**src/rtl/uart_tx_serializer.sv**
```systemverilog
`default_nettype none
// ============================================================================
// Module      : uart_tx_serializer
// Description : UART transmit serializer. Sends a start bit, 7 data bits
//               (LSB first), a parity bit and 1 or 2 stop bits.
// Revision    : 1.0 - initial release
// ============================================================================
module uart_tx_serializer #(
    parameter int CLKS_PER_BIT = 16,
    parameter int STOP_BITS    = 1
) (
    input  logic       clk,
    input  logic       rst,
    input  logic       tx_start,
    input  logic [7:0] p_din,
    output logic       tx,
    output logic       tx_busy,
    output logic       tx_done
);

    localparam int             c_CW        = (CLKS_PER_BIT > 1) ? $clog2(CLKS_PER_BIT) : 1;
    localparam logic [c_CW-1:0] c_CNT_MAX  = c_CW'(CLKS_PER_BIT - 1);
    localparam logic [c_CW-1:0] c_CNT_ONE  = c_CW'(1);
    localparam logic [2:0]     c_LAST_DATA = 3'd7;
    localparam logic [2:0]     c_LAST_STOP = 3'(STOP_BITS - 1);

    typedef enum logic [1:0] {
        S_IDLE  = 2'd0,
        S_START = 2'd1,
        S_DATA  = 2'd2,
        S_STOP  = 2'd3
    } state_t;

    state_t           r_state;
    state_t           w_state_n;
    logic [c_CW-1:0]  r_cnt;
    logic [c_CW-1:0]  w_cnt_n;
    logic [2:0]       r_idx;
    logic [2:0]       w_idx_n;
    logic [7:0]       r_shreg;
    logic [7:0]       w_shreg_n;
    logic             w_bit_end;
    logic             w_tx_n;
    logic             w_busy_n;
    logic             w_done_n;

    always_ff @(posedge clk) begin
        if (rst) begin
            r_state <= S_IDLE;
            r_cnt   <= '0;
            r_idx   <= '0;
            r_shreg <= '0;
            tx      <= 1'b1;
            tx_busy <= 1'b0;
            tx_done <= 1'b0;
        end else begin
            r_state <= w_state_n;
            r_cnt   <= w_cnt_n;
            r_idx   <= w_idx_n;
            r_shreg <= w_shreg_n;
            tx      <= w_tx_n;
            tx_busy <= w_busy_n;
            tx_done <= w_done_n;
        end
    end

    assign w_bit_end = (r_cnt == c_CNT_MAX);

    always_comb begin
        w_state_n = r_state;
        w_cnt_n   = r_cnt;
        w_idx_n   = r_idx;
        w_shreg_n = r_shreg;

        case (r_state)
            S_IDLE: begin
                w_cnt_n = '0;
                w_idx_n = '0;
                if (tx_start) begin
                    w_shreg_n = p_din;
                    w_state_n = S_START;
                end
            end
            S_START: begin
                if (w_bit_end) begin
                    w_cnt_n   = '0;
                    w_idx_n   = '0;
                    w_state_n = S_DATA;
                end else begin
                    w_cnt_n = r_cnt + c_CNT_ONE;
                end
            end
            S_DATA: begin
                if (w_bit_end) begin
                    w_cnt_n = '0;
                    if (r_idx == c_LAST_DATA) begin
                        w_idx_n   = '0;
                        w_state_n = S_STOP;
                    end else begin
                        w_idx_n   = r_idx + 3'd1;
                        w_shreg_n = {1'b0, r_shreg[7:1]};
                    end
                end else begin
                    w_cnt_n = r_cnt + c_CNT_ONE;
                end
            end
            S_STOP: begin
                // r_idx is reused to count stop bits
                if (w_bit_end) begin
                    w_cnt_n = '0;
                    if (r_idx == c_LAST_STOP) begin
                        w_idx_n   = '0;
                        w_state_n = S_IDLE;
                    end else begin
                        w_idx_n = r_idx + 3'd1;
                    end
                end else begin
                    w_cnt_n = r_cnt + c_CNT_ONE;
                end
            end
            default: begin
                w_state_n = S_IDLE;
            end
        endcase
    end

    // Outputs are derived from the next state so they are registered and glitch-free
    always_comb begin
        w_tx_n   = 1'b1;
        w_busy_n = (w_state_n != S_IDLE);
        w_done_n = (r_state == S_STOP) && (w_state_n == S_IDLE);
        case (w_state_n)
            S_START: w_tx_n = 1'b0;
            S_DATA:  w_tx_n = w_shreg_n[0];
            default: w_tx_n = 1'b1;
        endcase
    end

endmodule
`default_nettype wire

```
**config.mk**
```make
export PLATFORM = sky130hd
export DESIGN_NAME = uart_tx_serializer
export DESIGN_NICKNAME = d
export VERILOG_FILES = /design/src/rtl/uart_tx_serializer.sv
export SDC_FILE = /design/constraint.sdc
export NUM_CORES = 1
export LEC_CHECK = 0
export CAP_MARGIN = 10
export CORE_MARGIN = 2
export CORE_UTILIZATION = 40
export CTS_CLUSTER_SIZE = 40
export DETAILED_ROUTE_END_ITERATION = 10
export GPL_TIMING_DRIVEN = 1
export PLACE_DENSITY_LB_ADDON = 0.05
export SYNTH_ARGS = -nofsm -noshare
export SYNTH_HDL_FRONTEND = slang
export SYNTH_SLANG_ARGS = --single-unit
```
**constraint.sdc**
```tcl
create_clock -name clk -period 2.5 [get_ports clk]
set_input_delay 0.625 -clock clk [delete_from_list [all_inputs] [get_ports clk]]
set_output_delay 0.625 -clock clk [all_outputs]
set_load 0.02 [all_outputs]
```
==> reports/metrics.csv <==
stage;metric;value;unit
routing;TritonRoute pass-1 iters;4;
worst_setup_path;required time reported for the critical path endpoint;2690;ps
pwr;Peak VDD IR;0.308;mV
placement;post-placement worst setup slack;148;ps
routing;Routed wire per std cell;13.3;um
pwr;power dissipated by switching net loads;0.139;mW
floorplan;number of core rows;17;
clock_tree;CTS Sinks;20;
layout;layout cells sized above 1;0.0893;
routing;metal1 wirelength;936;um
sta;worst slew margin relative to its limit;0.623;
layout;number of diodes;0;
worst_setup_path;CP Max Fanout;5;
sta;accumulated negative setup slack;0;ps
clock_tree;clock latency on the worst-skew pair;290;ps
worst_setup_path;data arrival time of the critical path;2230;ps
clock_tree;Post-CTS Setup Inserts;0;
clock_tree;CTS tree;yes;
clock_tree;H-tree Lvls;1;
routing;total detailed-routing wirelength;1.87;mm
synth;post-synthesis cell area;925;um2
hold_path;hold endpoint;r_cnt[0]$_SDFF_PP0_;
sta;maximum clock rate;0.491;GHz
synth;nets in the synthesized netlist;114;
pwr;Clk pwr share;0.266;
floorplan;top-level port count;14;
synth;share of the synthesized area in the top cell type;0.433;
synth;count of warnings emitted by yosys;0;
pwr;internal power summed over all cells;0.429;mW
global_route;number of antenna violations at the first check in global routing;0;
routing;length of routed met2 wiring;810;um
synth;largest area contributor in the synthesized netlist;sky130_fd_sc_hd__dfxtp_1;
global_route;grt total ovfl;0;
sta;RSZ-0062 raised after global routing;false;
pwr;leakage power of the design;0.407;nW
routing;uppermost routed layer;met4;
floorplan;Die Ht;52.1;um
synth;number of unique standard cell types used by synthesis;35;
synth;Primary FF master, synth;sky130_fd_sc_hd__dfxtp_1;
placement;cell area after placement;1080;um2
synth;post-synthesis async set-or-reset flop share;0;
routing;antenna violation net count after detailed routing;0;
flow_run;max-cap viol count;0;
synth;post-synthesis sequential area ratio;0.433;
routing;ratio of routed vias to standard cells;5.52;
pwr;switching portion of total power;0.245;
sta;final cycle utilization of the critical path;0.815;
synth;top-count cell post-synth;sky130_fd_sc_hd__dfxtp_1;
synth;synthesized area per cell;9.34;um2
placement;RePlAce Congestion;0.743;
worst_setup_path;crit end category;flop;
synth;number of flops mapped to enable cells by yosys;0;
pwr;share of total power in combinational logic;0.127;
hold_path;Min-Delay Path Depth;1;
sta;final number of hold-violating endpoints;0;
sta;minimum period implied by the final worst setup slack;2040;ps
sta;hold_ws;455;ps
worst_setup_path;end of the worst register-to-register path;tx$_SDFF_PP1_;
floorplan;die boundary width;52.1;um
sta;Final Worst Setup Slack;463;ps
floorplan;effective utilization at floorplan;0.422;
clock_tree;buffer depth of the longest clock path;2;
synth;total of flip-flops plus latches after synthesis;20;
placement;detailed placer's ending HPWL;1.37;mm
clock_tree;clock tree root driver cell;sky130_fd_sc_hd__clkbuf_4;
clock_tree;cts hold-fix bufs;0;
pwr;power density relative to cell area;517;nW/um2
worst_setup_path;type of origin of the critical path;primary input;
pwr;post-layout power;0.568;mW
global_route;total routing usage reported by global routing;0.163;
sta;actual slew at the worst max-slew pin;565;ps
synth;dominant cells by area after synthesis;sky130_fd_sc_hd__dfxtp_1 (43%), sky130_fd_sc_hd__ha_1 (5.4%), sky130_fd_sc_hd__o21ai_0 (5.4%);
sta;final number of max-transition violations;0;
sta;number of endpoints failing setup at the final stage;0;
placement;Buffers on Ports;13;
clock_tree;CTS buffer count;3;
worst_setup_path;worst r2r src;r_cnt[0]$_SDFF_PP0_;
floorplan;Total Die Area;2710;um2
synth;commonest cells in the netlist;sky130_fd_sc_hd__dfxtp_1 (20), sky130_fd_sc_hd__o21ai_0 (10), sky130_fd_sc_hd__a21oi_1 (8);
synth;number of standard cells after synthesis;99;
layout;filler cell count in the final layout;218;
sta;worst clock skew;1.73;ps
routing;drc violations;0;
outcome;result of the run;finished clean;
routing;routed length on met3;80;um
worst_setup_path;worst setup slack for register-to-register paths;630;ps
pwr;relative contribution of sequential cells to total power;0.607;
layout;Total Nets Final;129;
placement;dpl cells;137;
layout;number of standard cells in the layout, taps in and fillers out;140;
global_route;largest net degree at the start of global routing;19;
layout;relative area change from synthesis to final layout;18.9;%
layout;cell area after layout;1100;um2
worst_setup_path;cell count of the worst reg-to-reg path;5;
clock_tree;number of resized instances in the post-cts repair step;0;
routing;violation count after the first detailed-routing iteration;15;
worst_setup_path;classification of the worst setup path;primary input to flop;
hold_path;origin of the worst min-delay path;r_cnt[0]$_SDFF_PP0_;
layout;final core utilization;0.502;
clock_tree;clock slew at the register clock pins of the worst setup and hold paths;110;ps
global_route;wire length of the first global-routing pass;3.22;mm
floorplan;Core Region;2190;um2
hold_path;worst hold path type;flop to flop;
global_route;via count of the first global-routing pass;719;
routing;Vias;773;
kinds of logic after synthesis:
family / count (synthesis) / share of synthesized area
and+or+nand+nor: 32 / 0.214
xor gates and xnor gates: 2 / 0.0189
buffers and inverters: 8 / 0.0419
AOI/OAI and AO/OA: 31 / 0.217
DFF: 20 / 0.433
muxes: 2 / 0.0217
adders and majority gates: 4 / 0.0541
placed cells by master (no fill, tap or decap):
master,count
sky130_fd_sc_hd__a21oi_1,8
sky130_fd_sc_hd__a221o_1,2
sky130_fd_sc_hd__a22o_1,1
sky130_fd_sc_hd__a22oi_1,6
sky130_fd_sc_hd__a311oi_1,1
sky130_fd_sc_hd__a31o_2,1
sky130_fd_sc_hd__a41oi_1,1
sky130_fd_sc_hd__and2_0,1
sky130_fd_sc_hd__and2_1,2
sky130_fd_sc_hd__and3_1,1
sky130_fd_sc_hd__and3_2,1
sky130_fd_sc_hd__and3b_1,1
sky130_fd_sc_hd__and4b_1,1
sky130_fd_sc_hd__and4b_2,1
sky130_fd_sc_hd__buf_4,2
sky130_fd_sc_hd__clkbuf_4,3
sky130_fd_sc_hd__clkdlybuf4s50_1,13
sky130_fd_sc_hd__dfxtp_1,20
sky130_fd_sc_hd__ha_1,4
sky130_fd_sc_hd__inv_1,3
sky130_fd_sc_hd__mux2i_1,2
sky130_fd_sc_hd__nand2_1,1
sky130_fd_sc_hd__nand2b_1,2
sky130_fd_sc_hd__nand3_1,3
sky130_fd_sc_hd__nand3_2,1
sky130_fd_sc_hd__nor2_1,7
sky130_fd_sc_hd__nor2b_1,3
sky130_fd_sc_hd__nor3_1,3
sky130_fd_sc_hd__nor3b_2,1
sky130_fd_sc_hd__nor4b_1,1
sky130_fd_sc_hd__o21ai_0,10
sky130_fd_sc_hd__o32a_1,1
sky130_fd_sc_hd__or3_1,2
sky130_fd_sc_hd__xnor2_1,1
sky130_fd_sc_hd__xor2_1,1
flip-flops by register name, summed over array words and instances (netlist names):
name     flops
tx           1
r_idx        3
r_cnt        4
tx_done      1
tx_busy      1
r_shreg      8
r_state      2
worst max-delay path: stages:
cell	delay, ps
sky130_fd_sc_hd__clkdlybuf4s50_1	460
sky130_fd_sc_hd__nor3b_2	190
sky130_fd_sc_hd__a221o_1	300
sky130_fd_sc_hd__or3_1	350
sky130_fd_sc_hd__o32a_1	290
layout make-up:
cell class / count / area (um2) / area share
well taps: 28 / 35.0 / 0.0319
clock buffers: 3 / 22.5 / 0.0205
repair buffers: 15 / 145 / 0.132
multi-input cells: 71 / 485 / 0.441
inverters: 3 / 11.3 / 0.0102
flip-flops and latches: 20 / 400 / 0.364
how the worst max path moves through the flow:
stage              from       endpoint  slack, ps
2_1_floorplan  tx_start  tx$_SDFF_PP1_        690
3_3_place_gp   tx_start  tx$_SDFF_PP1_        200
3_5_place_dp   tx_start  tx$_SDFF_PP1_        150
4_1_cts        tx_start  tx$_SDFF_PP1_        470
5_1_grt        tx_start  tx$_SDFF_PP1_        410
6_report       tx_start  tx$_SDFF_PP1_        460
power groups by stage:
stage	Combinational, mW	Sequential (mW)	Clock [mW]
after floorplan	0.0433	0.348	0
after global placement	0.0717	0.352	0
after detailed placement	0.0726	0.352	0
after CTS	0.0728	0.345	0.159
after global routing	0.0798	0.348	0.164
final	0.0724	0.345	0.151
metal layers:
| metal | track usage | up-vias |
|---|---|---|
| met4 | 0.105 | 0 |
| met3 | 0.0287 | 4 |
| met5 | 0 | - |
| met2 | 0.241 | 16 |
| met1 | 0.217 | 363 |
| li1 | - | 390 |
Note: power is estimated with default switching activity, not from simulation.
